**src/rtl/spi_rx_slave.sv**
```systemverilog
// SPI receive slave: oversamples CS/SCLK/MOSI in the i_clock domain and presents each
// complete DATA_WIDTH-bit, MSB-first frame on o_data with a one-cycle o_valid strobe.
// Optional idle timeout is enabled by defining SPI_RX_TIMEOUT_EN.
module spi_rx_slave #(
  parameter int unsigned DATA_WIDTH = 24
`ifdef SPI_RX_TIMEOUT_EN
  ,
  parameter int unsigned TIMEOUT_CYCLES = 1024
`endif
) (
  input  logic                  i_clock,
  input  logic                  i_reset_n,
  input  logic                  i_SPI_CS,
  input  logic                  i_SPI_clock,
  input  logic                  i_SPI_data,
  output logic [DATA_WIDTH-1:0] o_data,
  output logic                  o_valid,
  output logic                  o_frame_error,
  output logic                  o_busy
);

  localparam int unsigned CNT_W = 6;
  localparam logic [CNT_W-1:0] CNT_FULL = CNT_W'(DATA_WIDTH);
  localparam logic [CNT_W-1:0] CNT_SAT  = CNT_W'(DATA_WIDTH + 1);

`ifdef SPI_RX_TIMEOUT_EN
  localparam int unsigned IDLE_W = 16;
  localparam logic [IDLE_W-1:0] IDLE_LIMIT = IDLE_W'(TIMEOUT_CYCLES);

  typedef enum logic [1:0] {
    S_IDLE  = 2'd0,
    S_SHIFT = 2'd1,
    S_CHECK = 2'd2,
    S_ABORT = 2'd3
  } state_t;
`else
  typedef enum logic [1:0] {
    S_IDLE  = 2'd0,
    S_SHIFT = 2'd1,
    S_CHECK = 2'd2
  } state_t;
`endif

  logic cs_meta, cs_sync, cs_d;
  logic sclk_meta, sclk_sync, sclk_d;
  logic mosi_meta, mosi_sync;
  logic [1:0] fill;

  // Synchronisers plus one delay stage on CS/SCLK for edge detection.
  always_ff @(posedge i_clock or negedge i_reset_n) begin
    if (!i_reset_n) begin
      cs_meta   <= 1'b1;
      cs_sync   <= 1'b1;
      cs_d      <= 1'b1;
      sclk_meta <= 1'b1;
      sclk_sync <= 1'b1;
      sclk_d    <= 1'b1;
      mosi_meta <= 1'b0;
      mosi_sync <= 1'b0;
      fill      <= 2'd0;
    end else begin
      cs_meta   <= i_SPI_CS;
      cs_sync   <= cs_meta;
      cs_d      <= cs_sync;
      sclk_meta <= i_SPI_clock;
      sclk_sync <= sclk_meta;
      sclk_d    <= sclk_sync;
      mosi_meta <= i_SPI_data;
      mosi_sync <= mosi_meta;
      if (fill != 2'd3) fill <= fill + 2'd1;
    end
  end

  // Edges are trusted only once the chain holds real pin samples, so a CS already
  // low at reset release is not mistaken for a fresh falling edge.
  logic primed, cs_fall, cs_rise, sclk_fall;
  assign primed    = (fill == 2'd3);
  assign cs_fall   = primed & cs_d & ~cs_sync;
  assign cs_rise   = primed & ~cs_d & cs_sync;
  assign sclk_fall = primed & sclk_d & ~sclk_sync;

`ifdef SPI_RX_TIMEOUT_EN
  logic sclk_rise;
  logic [IDLE_W-1:0] idle_cnt;
  assign sclk_rise = primed & ~sclk_d & sclk_sync;
`endif

  state_t state;
  logic [DATA_WIDTH-1:0] shreg;
  logic [CNT_W-1:0] count;

  always_ff @(posedge i_clock or negedge i_reset_n) begin
    if (!i_reset_n) begin
      state         <= S_IDLE;
      shreg         <= '0;
      count         <= '0;
      o_data        <= '0;
      o_valid       <= 1'b0;
      o_frame_error <= 1'b0;
      o_busy        <= 1'b0;
`ifdef SPI_RX_TIMEOUT_EN
      idle_cnt      <= '0;
`endif
    end else begin
      o_valid       <= 1'b0;
      o_frame_error <= 1'b0;
      case (state)
        S_IDLE: begin
          if (cs_fall) begin
            shreg  <= '0;
            count  <= '0;
            o_busy <= 1'b1;
            state  <= S_SHIFT;
`ifdef SPI_RX_TIMEOUT_EN
            idle_cnt <= '0;
`endif
          end
        end

        S_SHIFT: begin
          if (sclk_fall) begin
            shreg <= {shreg[DATA_WIDTH-2:0], mosi_sync};
            if (count != CNT_SAT) count <= count + CNT_W'(1);
          end
          if (cs_rise) begin
            o_busy <= 1'b0;
            state  <= S_CHECK;
          end
`ifdef SPI_RX_TIMEOUT_EN
          else if (sclk_fall || sclk_rise) begin
            idle_cnt <= '0;
          end else if (idle_cnt == IDLE_LIMIT - IDLE_W'(1)) begin
            o_frame_error <= 1'b1;
            state         <= S_ABORT;
          end else begin
            idle_cnt <= idle_cnt + IDLE_W'(1);
          end
`endif
        end

        S_CHECK: begin
          if (count == CNT_FULL) begin
            o_data  <= shreg;
            o_valid <= 1'b1;
          end else begin
            o_frame_error <= 1'b1;
          end
          // A new frame may already have started during the check cycle.
          if (cs_fall) begin
            shreg  <= '0;
            count  <= '0;
            o_busy <= 1'b1;
            state  <= S_SHIFT;
`ifdef SPI_RX_TIMEOUT_EN
            idle_cnt <= '0;
`endif
          end else begin
            state <= S_IDLE;
          end
        end

`ifdef SPI_RX_TIMEOUT_EN
        S_ABORT: begin
          if (cs_rise) begin
            o_busy <= 1'b0;
            state  <= S_IDLE;
          end
        end
`endif

        default: begin
          o_busy <= 1'b0;
          state  <= S_IDLE;
        end
      endcase
    end
  end

endmodule

```
**config.mk**
```make
export PLATFORM = sky130hd
export DESIGN_NAME = spi_rx_slave
export DESIGN_NICKNAME = d
export VERILOG_FILES = /design/src/rtl/spi_rx_slave.sv
export SDC_FILE = /design/constraint.sdc
export NUM_CORES = 1
export LEC_CHECK = 0
export CORE_UTILIZATION = 34
export CTS_BUF_LIST = sky130_fd_sc_hd__clkbuf_8
export CTS_CLUSTER_SIZE = 30
export DETAILED_ROUTE_END_ITERATION = 6
export DONT_BUFFER_PORTS = 1
export GPL_ROUTABILITY_DRIVEN = 1
export PLACE_DENSITY = 0.56
export SKIP_LAST_GASP = 1
export SYNTH_ARGS = -nofsm -noshare
export SYNTH_HDL_FRONTEND = slang
export SYNTH_SLANG_ARGS = --single-unit
```
**constraint.sdc**
```tcl
create_clock -name i_clock -period 4 [get_ports i_clock]
set_input_delay 0.8 -clock i_clock [delete_from_list [all_inputs] [get_ports i_clock]]
set_output_delay 0.8 -clock i_clock [all_outputs]
set_load 0.02 [all_outputs]
```
After elaboration in Yosys (flattened, before gate mapping)
Cells that the tools add are included.

Register bits: 69. Input bits: 5. Output and inout bits: 27. Logic and storage cells: 64.

$add $sub $neg: 2. Equal/unequal tests: 11. Mux-type cells: 18. Bitwise gates (word level): 9. Reduce and logical (&&, ||, !) cells: 8.

Operator list (number): $mux W24 (2); $pmux W24 S2 (1); $mux W6 (3); $pmux W6 S2 (1); $ne A2 B2 Y1 const B (5); $mux W1 (7); $add A6 B1 Y6 const B (1); $and A1 B1 Y1 (6); $eq A6 B5 Y1 const B (1); $ne A6 B5 Y1 const B (1); $pmux W2 S3 (1); $reduce_and A2 Y1 (3); $eq A2 B2 Y1 const B (2); $mux W2 (2); $reduce_and A4 Y1 (1); $not A1 Y1 (3); $reduce_and A3 Y1 (1); $add A2 B1 Y2 const B (1); $eq A2 B1 Y1 const B (1); $logic_not A2 Y1 (1); $ne A2 B1 Y1 const B (1); $pmux W1 S2 (1); $reduce_bool A2 Y1 (1); $reduce_or A2 Y1 (1).

Longest topological paths before layout
Gate-level depths: netlist (run 1).

Depth after elaboration: 5. Depth in mapped cells: 7.

Worst setup path after synthesis (run 1)
No wires, ideal clock.

Kind: register to register. Start point: reg fill[0]. End point: reg shreg[18]. Library setup time: 0.135 ns. Arrival: 1.386 ns. Setup slack: 2.480 ns. Stages on the path, launching flop included: 7. Buffers on the path: 2. Period minus slack after synthesis: 1.520 ns. Cell sequence: dfrtp_1 -> ha_1 -> buf_2 -> nand3b_1 -> o21a_1 -> clkbuf_1 -> o21ai_0.

Longest elaborated chain between the ends: 5.

RTL lines: start, declared (line 47) `logic [1:0] fill;`; start signal, assigned (line 70) `if (fill != 2'd3) fill <= fill + 2'd1;`; $eq A2 B2 Y1 * (line 77) `assign primed = (fill == 2'd3);`; $and A1 B1 Y1, on equally long branches (2 in series) (line 80, 78); $ne A2 B2 Y1 (no source line) / $ne A2 B1 Y1 (equally long branches); $reduce_and A3 Y1 (no source line) *; end signal, assigned (line 122) `shreg <= {shreg[DATA_WIDTH-2:0], mosi_sync};`; end, declared (line 89) `logic [DATA_WIDTH-1:0] shreg;`.

Every way passes the cells marked *; elsewhere a longest branch is shown, timed or not. A chain may end at the register's enable or synchronous reset.

Final worst setup path (run 1)
Start point: reg state[0]. End point: reg o_data[19].

Longest elaborated chain between the ends: 2.

RTL lines: start, declared (line 88) `state_t state;`; start signal, assigned (line 94) `state <= S_IDLE;`; start signal, assigned (line 113) `state <= S_SHIFT;`; start signal, assigned (line 127) `state <= S_CHECK;`; $eq A2 B2 Y1 (line 107) `case (state)`; $reduce_and A2 Y1 (no source line); end signal, assigned (line 143) `o_data <= shreg;`; end, declared (line 16) `output logic [DATA_WIDTH-1:0] o_data,`.

No other way between the ends.

==> metrics, run 1 <==
Tightest Pin Transition=0.973 ns; Post-CTS Resized=0; antenna violations before repair=0; main combinational cell family by area after synthesis=multiplexers; sequential cell area fraction in the yosys report=62.0%; ANT cells=0; critical path endpoint category=flip-flop; Final Skew=0.0104 ns; GPL Wtd Cong=0.780; most common cell in the synthesized netlist=dfrtp_1; post-synthesis compound-gate area fraction=9.09%; data required time of the critical path=4.23 ns; outcome=finished, final reports clean; area occupied by multi-input gates=981 um^2; cts hold-fix bufs=0; Via density=4.82; CTS Buffer Depth=2; sequence of cells on the critical path=inv_1, nand4_4, mux2_2; total CTS buffers=9; TNS Setup=0 ns; cell leakage power=1.44 nW; Simple-Gate Fraction of Synth Area=11.3%; top cells by count, synth=dfrtp_1 (63), nand2_1 (54), o21ai_0 (32), mux2_4 (19); crit path DAT=2.48 ns; WL/cell=13.8 um; Worst slew margin=35.1%; DRT Pass-1 Iters=4; Yosys top cell by area=dfrtp_1; synth top area cells=dfrtp_1 (56%), mux2_4 (10%), nand2_1 (7.3%); Synth warnings=0; first-pass GRT wire length=7800 um; Post-Syn Area=2800 um^2; PortBufs=0; synthesized flop and latch total=69; H-tree depth=3; syn avg cell area=12.3 um^2; total congestion overflow=0; top cell type's share of synthesized area=56.4%; Slew Limit Fails=0; Final Power=1.44 mW; FP Rows=32; total number of vias=1614; Startpoint Class=flip-flop; PD cells=468 nW/um^2; Period minus WS final=2.25 ns; Post CTS Setup Buffer Count=0; final setup vio count=0; DR iter-0 viols=85; CTS Sinks=69; Filler Cell Count=769; Max stage delay cell, worst path=dfrtp_1; Unique masters post-synth=31; hpwl dp=2770 um; Die Ht=92.7 um; Post-Synth Adder-Cell Area=1.79%; Post-synth EDFFs=0; Clock Tree Root=clkbuf_8; RSZ-0062 raised after global routing=no; Die Width=92.7 um; Worst Path Buf+Inv=1; max-cap viol count=0; crit-path leading delay family=flip-flops; f_max=445 MHz; crit path max fanout=32; Fin. Hold Viols=0; largest net degree at the start of global routing=70; Clock Latency Late Sink=0.35 ns; DR DRC count=0; post-route antenna net violation count=0; GRT Total Usage=12.1%; CTS tree=built; I/O pin cnt=32; critical setup path kind=flip-flop to flip-flop; Seq. cell area=1730 um^2; die area=8590 um^2; Post-Synth XOR/XNOR Area=0.313%; Crit path largest cell delay=0.98 ns; Final Cycle Share=56.2%; Initial Util=35.6%; Final nets=237; Clock transition at path regs=0.08 ns; mux share of post-synthesis cell area=12.6%; Syn Nets=236; Syn Inst Count=227; fraction of registers with async set/reset=100%; final WL=4620 um; Core Area=7850 um^2; share of cells above drive strength 1=21.9%; peak supply drop=0.178 mV; vias in the first global route=1582; Synth-to-Final Area Change=10.0%; worst min-delay path class=primary input to asynchronous set/reset pin; top_reg_cell synth=dfrtp_1
[power breakdown]
part | total [mW] | internal (mW) | switching [mW] | leakage, nW
clock network | 0.586 | 0.297 | 0.288 | 0.0984
registers | 0.766 | 0.723 | 0.0430 | 0.920
logic | 0.0866 | 0.0314 | 0.0552 | 0.419
[layer usage]
metal | vias to the layer above | global-route usage, % | part of all wire, %
li1 | 775 | - | -
met1 | 801 | 15.4 | 46
met2 | 29 | 16.7 | 44
met3 | 9 | 5.83 | 7.0
met4 | 0 | 6.92 | 2.1
met5 | - | 0 | 0
[worst paths after layout]
check                      startpoint         end  slack (ns)  cells after the start
setup reg to reg             state[0]  o_data[19]        1.75                      3
hold reg to reg               cs_meta     cs_sync        0.36                      0
hold / removal              i_reset_n     fill[1]        0.14                      0
min in group i_clock          cs_meta     cs_sync        0.36                      0
setup / recovery             state[0]  o_data[19]        1.75                      3
max in group asynchronous   i_reset_n      sclk_d        3.68                      0
[cells by family after synthesis]
logic type / Yosys count
AO/OA/AOI/OAI: 44
AND/OR/NAND/NOR: 68
flip-flops: 69
XOR/XNOR: 1
adder cells (fa/ha/maj): 4
multiplexers: 25
buffers and inverters: 16
[flip-flops by register name, summed over array words and instances, names as in the netlist]
signal	cells
mosi_sync	1
sclk_d	1
shreg	24
o_valid	1
cs_d	1
fill	2
sclk_sync	1
count	6
o_busy	1
cs_meta	1
state	2
mosi_meta	1
cs_sync	1
sclk_meta	1
o_frame_error	1
o_data	24
[metrics by stage]
stage	util (%)	hold slack (ns)	setup slack, ns	cells	instance area [um^2]
2_1_floorplan	-	0.331	2.48	227	2800
3_3_place_gp	36.6	0.344	1.80	319	2870
3_5_place_dp	36.6	0.346	1.74	319	2870
4_1_cts	39.2	0.115	1.72	335	3080
5_1_grt	39.2	0.102	1.50	335	3080
6_report	39.2	0.142	1.75	335	3080
[placed cells by master (no fill, tap or decap), types with 4 or more instances in the layout]
cell type and instances:
mux2_2 6, clkbuf_8 9, ha_1 4, nand2_1 54
mux2_4 19, dfstp_2 6, dfrtp_1 63, o21ai_0 32
inv_1 5, a31oi_1 4
[final cells by class]
| class | instances | area share [%] |
|---|---|---|
| Clock buffer | 9 | 4.03 |
| Tap cell | 102 | 4.15 |
| Inverter | 5 | 0.610 |
| Multi-Input combinational cell | 142 | 31.9 |
| Timing Repair Buffer | 1 | 0.244 |
| Sequential cell | 69 | 56.4 |
| Clock inverter | 7 | 2.69 |
(Power assumes the default switching activity.)
==> run 2: changes to the inputs <==
- clock period: 4 -> 2.29 ns (I/O delays scaled with it)
==> metrics, run 2 (synthesis results as in run 1) <==
outcome=finished, final reports clean (unchanged); Initial Util=35.6% (unchanged); commonest non-fill, non-tap cell in the layout=dfrtp_1 (unchanged); Startpoint Class=flip-flop (unchanged); PortBufs=0 (unchanged); DR iter-0 viols=93 (was 85); GRT Total Usage=12.6% (was 12.1%); Post CTS Setup Buffer Count=0 (unchanged); Final Cycle Share=84.7% (was 56.2%); sequence of cells on the critical path=ha_1, nand3b_1, o21a_1, buf_4, o21ai_0 (was inv_1, nand4_4, mux2_2); vias in the first global route=1743 (was 1582); most frequent cells in the layout=dfrtp_1 (63), nand2_1 (54), o21ai_0 (32), mux2_4 (19), clkbuf_8 (9) (unchanged); I/O pin cnt=32 (unchanged); Via density=4.87 (was 4.82); Largest regs=o_data: 24 flops, shreg: 24 flops, count: 6 flops (unchanged); crit-path leading delay family=compound AO/OA/AOI/OAI gates (was flip-flops); Worst R2R Setup Slack=0.35 ns (was 1.75 ns); Core Area=7850 um^2 (unchanged); Fin. Hold Viols=0 (unchanged); fin util=40.1% (was 39.2%); sequential power share=50.1% (was 53.3%); Die Width=92.7 um (unchanged); die area=8590 um^2 (unchanged); antenna violations before repair=0 (unchanged); Worst Hold Path Cells=0; end of the worst hold path=cs_meta; crit path max fanout=40 (was 32); Synth-to-Final Area Change=12.5% (was 10.0%); final WL=4730 um (was 4620 um); M1 WL=2170 um (was 2150 um); RSZ-0062 raised after global routing=no (unchanged); metal2 WL=2200 um (was 2050 um); Clock transition at path regs=0.08 ns (about the same); Place WS=0.368 ns (was 1.74 ns); met3 WL=242 um (was 325 um); Int Power=1.95 mW (was 1.05 mW); Period minus WS final=1.94 ns (was 2.25 ns); total CTS buffers=9 (unchanged); critical path endpoint category=flip-flop (unchanged); hpwl dp=2940 um (was 2770 um); Clock Tree Root=clkbuf_8 (unchanged); PD cells=834 nW/um^2 (was 468 nW/um^2); Final Skew=0.0128 ns (was 0.0104 ns); Sw Pwr=674 uW (was 387 uW); first-pass GRT wire length=8170 um (was 7800 um); CTS Buffer Depth=2 (unchanged); share of cells above drive strength 1=22.8% (was 21.9%); CTS tree=built (unchanged); Clock Latency Late Sink=0.35 ns (about the same); total number of vias=1650 (was 1614); Slew Limit Fails=0 (unchanged); cell leakage power=1.47 nW (was 1.44 nW); Clock power frac=41.6% (was 40.7%); TNS Setup=0 ns (unchanged); H-tree depth=3 (unchanged); Tightest Pin Transition=0.434 ns (was 0.973 ns); reg2reg path depth=5 (was 3); Switching Share=25.7% (was 26.9%); DRT Pass-1 Iters=4 (unchanged); max-cap viol count=0 (unchanged); Seq. cell area=1730 um^2 (unchanged); Max stage delay cell, worst path=dfrtp_1 (unchanged); f_max=516 MHz (was 445 MHz); worst min-delay path class=primary input to flip-flop (was primary input to asynchronous set/reset pin); WL/cell=14.0 um (was 13.8 um); ANT cells=0 (unchanged); area occupied by multi-input gates=981 um^2 (unchanged); largest net degree at the start of global routing=70 (unchanged); crit path DAT=2.15 ns (was 2.48 ns); reg2reg start=fill[0] (was state[0]); Final nets=241 (was 237); Crit path largest cell delay=0.41 ns (was 0.98 ns); post-route antenna net violation count=0 (unchanged); RR Endpoint=shreg[19] (was o_data[19]); critical setup path kind=flip-flop to flip-flop (unchanged); DR DRC count=0 (unchanged); data required time of the critical path=2.50 ns (was 4.23 ns); Die Ht=92.7 um (unchanged); Worst slew margin=71.1% (was 35.1%); final setup vio count=0 (unchanged); FP Rows=32 (unchanged); total congestion overflow=0 (unchanged); Hold Crit Start=i_SPI_CS; Setup crit start=fill[0] (was state[0]); Comb pwr share=8.3% (was 6.0%); GPL Wtd Cong=0.719 (was 0.780); Worst Path Buf+Inv=1 (unchanged); Filler Cell Count=769 (unchanged); Final WS setup=0.351 ns (was 1.75 ns); peak supply drop=0.338 mV (was 0.178 mV); CTS Sinks=69 (unchanged); Highest Signal Layer=met4 (unchanged)
## run 2: cell type report
cell class / count / share of cell area [%]
Tap cell: 102 / 4.06
Clock inverter: 7 / 3.14
Inverter: 5 / 0.597
Multi-Input combinational cell: 142 / 31.2
Timing Repair Buffer: 5 / 1.91
Sequential cell: 69 / 55.2
Clock buffer: 9 / 3.94
## run 2: how the worst max path moves through the flow
stage,to,slack (ns),cells past startpoint
finish,shreg[19],0.35,5
global route,shreg[5],0.16,5
CTS,shreg[19],0.34,5
detailed placement,shreg[19],0.37,5
global placement,shreg[20],0.44,5
floorplan,shreg[18],0.77,6
## run 2: routing by layer
| metal | vias up | global-route usage, % |
|---|---|---|
| met5 | - | 0 |
| met4 | 0 | 7.31 |
| met3 | 11 | 3.94 |
| met2 | 31 | 19.7 |
| met1 | 823 | 15.3 |
| li1 | 785 | - |
## run 2: per-stage QoR
step	cell area (um^2)	hold slack (ns)	cells	total power [mW]
global route	3140	0.0850	339	2.74
finish	3140	0.105	339	2.62
floorplan	2800	0.162	227	1.48
detailed placement	2880	0.164	321	1.53
global placement	2880	0.165	321	1.52
CTS	3140	0.0892	339	2.65
## run 2: power groups by stage
stage,registers [mW],clock network [mW],logic [mW]
after floorplan,1.32,0,0.157
after global routing,1.32,1.17,0.250
final,1.31,1.09,0.218
after CTS,1.31,1.12,0.223
after global placement,1.33,0,0.187
after detailed placement,1.34,0,0.191
## run 2: timing repair
| item | CTS | global route |
|---|---|---|
| endpoints found under the setup margin | 0 | 0 |
| endpoints found under the hold margin | 69 | 0 |
| hold buffers | 2 | 0 |
| gates resized for setup | 0 | 0 |
